**src/rtl/mine_count_gen_if.sv**
```systemverilog
// Mine-count generator bus: control/map in from placement, count arrays and status out.
// The master side drives level/start/mine_arr; the slave (generator) drives the rest.
interface mine_count_gen_if;
    logic [1:0]              level;
    logic                    start;
    logic [15:0][15:0]       mine_arr;
    logic [7:0][7:0][2:0]    num_arr_easy;
    logic [9:0][9:0][2:0]    num_arr_medium;
    logic [15:0][15:0][2:0]  num_arr_hard;
    logic                    busy;
    logic                    done;

    modport master (
        output level, start, mine_arr,
        input  num_arr_easy, num_arr_medium, num_arr_hard, busy, done
    );

    modport slave (
        input  level, start, mine_arr,
        output num_arr_easy, num_arr_medium, num_arr_hard, busy, done
    );
endinterface

```
**src/rtl/mine_count_gen.sv**
```systemverilog
// Neighbour-mine count generator: latches a mine map on start and scans the selected board one
// cell per clock, writing a saturated 3-bit neighbour count (0 on mine cells) per cell.
module mine_count_gen #(
    parameter int unsigned SizeEasy   = 8,
    parameter int unsigned SizeMedium = 10,
    parameter int unsigned SizeHard   = 16
) (
    input  logic                  clk,
    input  logic                  rst_n,
    mine_count_gen_if.slave       bus_io
);

    typedef enum logic [1:0] {StIdle, StScan, StDone} state_e;

    state_e                  state_q, state_d;
    logic [3:0]              x_q, x_d;
    logic [3:0]              y_q, y_d;
    logic [1:0]              lvl_q, lvl_d;
    logic [15:0][15:0]       map_q, map_d;
    logic [7:0][7:0][2:0]    easy_q, easy_d;
    logic [9:0][9:0][2:0]    med_q, med_d;
    logic [15:0][15:0][2:0]  hard_q, hard_d;

    logic [3:0]              max_idx;
    logic [2:0][3:0]         xs, ys;
    logic [2:0]              xv, yv;
    logic [3:0]              cnt;
    logic [2:0]              cell_val;

    always_comb begin
        case (lvl_q)
            2'd1:    max_idx = 4'(SizeEasy - 1);
            2'd2:    max_idx = 4'(SizeMedium - 1);
            default: max_idx = 4'(SizeHard - 1);
        endcase
    end

    // Neighbour coordinates may wrap in 4 bits; the valid flags drop those at the board edges.
    always_comb begin
        xs[0] = x_q - 4'd1;
        xs[1] = x_q;
        xs[2] = x_q + 4'd1;
        ys[0] = y_q - 4'd1;
        ys[1] = y_q;
        ys[2] = y_q + 4'd1;
        xv    = {x_q != max_idx, 1'b1, x_q != 4'd0};
        yv    = {y_q != max_idx, 1'b1, y_q != 4'd0};
        cnt   = '0;
        for (int i = 0; i < 3; i++) begin
            for (int j = 0; j < 3; j++) begin
                if (!(i == 1 && j == 1)) begin
                    cnt = cnt + {3'b000, map_q[xs[i]][ys[j]] & xv[i] & yv[j]};
                end
            end
        end
        if (map_q[x_q][y_q]) begin
            cell_val = 3'd0;
        end else if (cnt[3]) begin
            cell_val = 3'd7;
        end else begin
            cell_val = cnt[2:0];
        end
    end

    always_comb begin
        state_d = state_q;
        x_d     = x_q;
        y_d     = y_q;
        lvl_d   = lvl_q;
        map_d   = map_q;
        easy_d  = easy_q;
        med_d   = med_q;
        hard_d  = hard_q;
        unique case (state_q)
            StIdle: begin
                if (bus_io.start && bus_io.level != 2'd0) begin
                    lvl_d   = bus_io.level;
                    map_d   = bus_io.mine_arr;
                    x_d     = '0;
                    y_d     = '0;
                    state_d = StScan;
                end
            end
            StScan: begin
                case (lvl_q)
                    2'd1:    easy_d[x_q[2:0]][y_q[2:0]] = cell_val;
                    2'd2:    med_d[x_q][y_q] = cell_val;
                    2'd3:    hard_d[x_q][y_q] = cell_val;
                    default: ;
                endcase
                if (x_q == max_idx) begin
                    x_d = '0;
                    if (y_q == max_idx) begin
                        state_d = StDone;
                    end else begin
                        y_d = y_q + 4'd1;
                    end
                end else begin
                    x_d = x_q + 4'd1;
                end
            end
            StDone: state_d = StIdle;
            default: state_d = StIdle;
        endcase
    end

    always_ff @(posedge clk or negedge rst_n) begin
        if (!rst_n) begin
            state_q <= StIdle;
            x_q     <= '0;
            y_q     <= '0;
            lvl_q   <= '0;
            map_q   <= '0;
            easy_q  <= '0;
            med_q   <= '0;
            hard_q  <= '0;
        end else begin
            state_q <= state_d;
            x_q     <= x_d;
            y_q     <= y_d;
            lvl_q   <= lvl_d;
            map_q   <= map_d;
            easy_q  <= easy_d;
            med_q   <= med_d;
            hard_q  <= hard_d;
        end
    end

    assign bus_io.num_arr_easy   = easy_q;
    assign bus_io.num_arr_medium = med_q;
    assign bus_io.num_arr_hard   = hard_q;
    assign bus_io.busy           = (state_q == StScan);
    assign bus_io.done           = (state_q == StDone);

endmodule

```
**src/flat_wrapper.sv**
```systemverilog
// flat-port wrapper written by rule: the top's interface ports become plain ports
module mine_count_gen_flat 
#(
    parameter int unsigned SizeEasy   = 8,
    parameter int unsigned SizeMedium = 10,
    parameter int unsigned SizeHard   = 16
)
  (clk, rst_n, bus_io_level, bus_io_start, bus_io_mine_arr, bus_io_num_arr_easy, bus_io_num_arr_medium, bus_io_num_arr_hard, bus_io_busy, bus_io_done);
  mine_count_gen_if bus_io_i ();
  input  logic clk;
  input  logic rst_n;
  input wire logic [$bits(bus_io_i.level)-1:0] bus_io_level;
  input wire logic [$bits(bus_io_i.start)-1:0] bus_io_start;
  input wire logic [$bits(bus_io_i.mine_arr)-1:0] bus_io_mine_arr;
  output wire logic [$bits(bus_io_i.num_arr_easy)-1:0] bus_io_num_arr_easy;
  output wire logic [$bits(bus_io_i.num_arr_medium)-1:0] bus_io_num_arr_medium;
  output wire logic [$bits(bus_io_i.num_arr_hard)-1:0] bus_io_num_arr_hard;
  output wire logic [$bits(bus_io_i.busy)-1:0] bus_io_busy;
  output wire logic [$bits(bus_io_i.done)-1:0] bus_io_done;
  assign bus_io_i.level = bus_io_level;
  assign bus_io_i.start = bus_io_start;
  assign bus_io_i.mine_arr = bus_io_mine_arr;
  assign bus_io_num_arr_easy = bus_io_i.num_arr_easy;
  assign bus_io_num_arr_medium = bus_io_i.num_arr_medium;
  assign bus_io_num_arr_hard = bus_io_i.num_arr_hard;
  assign bus_io_busy = bus_io_i.busy;
  assign bus_io_done = bus_io_i.done;
  mine_count_gen #(.SizeEasy(SizeEasy), .SizeMedium(SizeMedium), .SizeHard(SizeHard)) u_core (.clk(clk), .rst_n(rst_n), .bus_io(bus_io_i));
endmodule
```
**config.mk**
```make
export PLATFORM = sky130hd
export DESIGN_NAME = mine_count_gen_flat
export DESIGN_NICKNAME = d
export VERILOG_FILES = /design/src/rtl/mine_count_gen_if.sv /design/src/rtl/mine_count_gen.sv /design/src/flat_wrapper.sv
export SDC_FILE = /design/constraint.sdc
export NUM_CORES = 2
export LEC_CHECK = 0
export CAP_MARGIN = 30
export CORE_AREA = 8 8 581 583
export DETAILED_ROUTE_END_ITERATION = 10
export DIE_AREA = 0 0 589 591
export PLACE_DENSITY_LB_ADDON = 0.1
export SLEW_MARGIN = 5
export SYNTH_ARGS = -nofsm -noshare
export SYNTH_HDL_FRONTEND = slang
export SYNTH_SLANG_ARGS = --single-unit
```
**constraint.sdc**
```tcl
create_clock -name clk -period 10.9 [get_ports clk]
set_input_delay 1.635 -clock clk [delete_from_list [all_inputs] [get_ports clk]]
set_output_delay 1.635 -clock clk [all_outputs]
set_load 0.005 [all_outputs]
```
==> metrics <==
startpoint types=flop; Worst-path clk slew=0.07 ns; Initial Util=19.6%; Most common cell on crit path=inv_1; die height=591 um; Final min period=8.45 ns; Total Routing Usage GR=21.7%; Leakage Power=38.0 nW; Num CTS Buffers=199; Final Power=12.6 mW; setup TNS=0 ns; max incr delay on CP=0.82 ns; Max VDD drop=0.124 mV; Compound-Gate Fraction of Synth Area=14.2%; HP Class=reg2reg; FFs w/ async S/R, synth=100%; initial drt markers=3,904; largest net degree at the start of global routing=151; Synth Register Bits=1,528; die area=0.348 mm2; status=finished, final reports clean; Slew HR=25.4%; post-DP HPWL=298 mm; clk_skew=0.0792 ns; Final Hold Vio Count=0; Post-synth EDFFs=0; hold-fix buffers at CTS=0; PortBufs=1,522; Setup CP Type=reg2reg; Yosys top cell area share=59.3%; XOR/XNOR share of the synthesized area=0.233%; post-route antenna net violation count=0; Post-Synthesis Net Count=6,895; first-pass GRT wire length=526 mm; Worst Path Required=11.66 ns; num ports=1,523; Avg WL per Cell=31.1 um; Die Span X=589 um; Netlist cell types=84; total grt overflow=0; post-CTS sizing=0; post-synthesis mux area share=5.92%; GP Congestion=0.888; Final nets=8,372; CTS tree=built; maximum clock frequency=0.118 GHz; drt drc=0; Vias=56,345; most area-hungry cell type in the Yosys netlist=dfrtp_1; Primary FF master, synth=dfrtp_1; Power Dens Cells=137 mW/mm2; vias in the first global route=56,390; share of layout cells above drive strength 1=8.24%; Synth Area in Adders=0.376%; Final Setup Violations=0; largest family of logic cells by synthesized area=simple AND/OR/NAND/NOR gates; Post-Synth Simple-Gate Area=17.0%; Detailed Routing Iterations Pass 1=6; sequential share of the synthesized area=59.3%; FP Rows=211; latest clock arrival within the worst-skew pair=0.88 ns; core box area=0.329 mm2; maxcap violations=0; largest cells by area after synthesis=dfrtp_1 (59%), nand2_1 (15%), o21ai_0 (8.5%); H-tree depth reported by CTS=4; RSZ-0062 raised after global routing=no; CP top delay family=adder cells; CP cell instances=inv_1 -> ha_4 -> inv_1 -> nor2_1 -> a22oi_1 -> a41oi_1 -> a22oi_1 -> o211ai_1 -> a21oi_1 -> ha_1 -> inv_1 -> fa_1 -> inv_1 -> fa_1 -> inv_1 -> fa_1 -> fa_1 -> a21oi_1 -> o31ai_4 -> buf_12 -> o21ai_0; Warnings, synthesis=0; root buf cell=clkbuf_16; Worst-Margin Slew=1.12 ns; Crit. End Element=flop; final worst path period share=77.5%; Clock Tree Buf Depth=4; Worst path slowest cell=nor2_1; Netlist Area Pre-Place=0.0645 mm2; Max Fanout on Critical Path=148; initial antenna violation count=91; post-CTS setup repair buffer count=0; cells after synthesis=6,617; Pins Over Slew Limit=0; WP buf/inv=6; Syn Area/Cell=9.75 um2; number of vias per cell=4.46; CTS sink count=1,528; area grow syn2layout=42.3%; Routed Wire Length=393 mm; critical path arrival=9.21 ns
## per-stage QoR
step                      area, um2  util [%]  setup slack (ns)  std cells  hold slack (ns)
final                         91800      27.9              2.45      12636            0.475
after global routing          91700      27.9              2.12      12619            0.493
after CTS                     91600      27.9              2.52      12610            0.479
after detailed placement      85000      25.9              2.52      12255            0.466
after global placement        84800      25.8              2.39      12244            0.461
after floorplan               64500         -              4.04       6617            0.458
## final timing paths
path	startpoint	endpoint	slack (ns)	cells after the start
setup reg to reg	u_core.x_q[1]$_DFFE_PN0P_	u_core.bus_io.num_arr_medium[149]$_DFFE_PN0P_	2.45	21
min in group asynchronous	rst_n	u_core.bus_io.num_arr_hard[719]$_DFFE_PN0P_	0.68	1
hold / removal	u_core.bus_io.num_arr_easy[56]$_DFFE_PN0P_	u_core.bus_io.num_arr_easy[56]$_DFFE_PN0P_	0.47	2
max in group asynchronous	rst_n	u_core.bus_io.num_arr_hard[721]$_DFFE_PN0P_	7.96	3
setup / recovery	u_core.x_q[1]$_DFFE_PN0P_	u_core.bus_io.num_arr_medium[149]$_DFFE_PN0P_	2.45	21
hold reg to reg	u_core.bus_io.num_arr_easy[56]$_DFFE_PN0P_	u_core.bus_io.num_arr_easy[56]$_DFFE_PN0P_	0.47	2
## where the power goes
| group | internal [mW] | switching (mW) | total [mW] |
|---|---|---|---|
| Clock | 3.92 | 2.72 | 6.65 |
| Sequential | 5.68 | 0 | 5.68 |
| Combinational | 0.0936 | 0.140 | 0.233 |
| Total | 9.69 | 2.86 | 12.6 |
## registers in the layout, indices dropped and copies added (netlist names)
signal and flops:
u_core.state_q 2, u_core.lvl_q 2, u_core.bus_io.num_arr_easy 192, u_core.map_q 256
u_core.bus_io.num_arr_medium 300, u_core.bus_io.num_arr_hard 768, u_core.x_q 4, u_core.y_q 4
## cells in the final DEF (no fill, tap or decap), types with 14 or more instances in the layout
master / count
nand2_1: 2550
dfrtp_1: 1523
clkdlybuf4s50_1: 1521
o21ai_0: 1100
o31ai_1: 199
clkbuf_16: 199
mux2i_1: 127
buf_4: 122
mux4_2: 91
clkbuf_8: 58
nor2_1: 52
nand3_1: 48
mux2_2: 44
clkbuf_1: 43
a21oi_1: 35
clkinv_2: 31
o22ai_1: 28
inv_1: 25
o221ai_1: 25
nor3_1: 23
diode_2: 22
a211oi_1: 20
nor2_4: 18
o211ai_1: 17
a221o_1: 16
and3_1: 14
a22oi_1: 14
buf_12: 14
## Yosys cell counts, types with 22 or more instances
cell type / n
a21oi_1: 35
o22ai_1: 28
clkbuf_1: 240
nor3_1: 26
nand2_1: 2550
dfrtp_1: 1528
nor2_1: 71
o31ai_1: 199
clkbuf_2: 38
buf_2: 51
buf_4: 23
o21ai_0: 1100
mux2_2: 44
mux4_2: 91
o221ai_1: 25
inv_1: 25
nand3_1: 48
mux2i_1: 127
and3_1: 24
buf_1: 22
## worst register-to-register path: stages (launching register included)
cell and delay [ns]:
dfrtp_4 0.74, inv_1 0.44, ha_4 0.74, inv_1 0.46, nor2_1 0.82, a22oi_1 0.20, a41oi_1 0.49, a22oi_1 0.13
o211ai_1 0.20, a21oi_1 0.11, ha_1 0.31, inv_1 0.07, fa_1 0.48, inv_1 0.06, fa_1 0.49, inv_1 0.05
fa_1 0.42, fa_1 0.46, a21oi_1 0.40, o31ai_4 0.22, buf_12 0.28, o21ai_0 0.80
## metal layers
layer  track usage [%]  up-vias  wire, um  part of all wire [%]
li1                  -    25628         -                     -
met3              6.46      515     29300                   7.5
met5                 0        -       600                  0.15
met1              25.6    28099    156000                    40
met4              6.12       92     13200                   3.4
met2              38.0     2011    194000                    49
## area by class of cell
| type | instances | area, um2 |
|---|---|---|
| Timing Repair Buffer | 1670 | 16700 |
| Clock inverter | 55 | 649 |
| Sequential cell | 1528 | 38300 |
| Tap cell | 4366 | 5460 |
| Clock buffer | 300 | 5940 |
| Fill cell | 35054 | 237000 |
| Antenna cell | 22 | 55.1 |
| Inverter | 29 | 109 |
| Multi-Input combinational cell | 4666 | 24600 |
## kinds of logic (layout without fill, tap and decap cells)
family | count (synthesis) | count (layout)
AO/OA/AOI/OAI | 1568 | 1568
multiplexers | 262 | 262
buffers and inverters | 423 | 2054
XOR/XNOR | 15 | 15
flip-flops | 1528 | 1528
other | 0 | 22
adder cells (fa/ha/maj) | 17 | 17
AND/OR/NAND/NOR | 2804 | 2804
(Power assumes the default switching activity.)
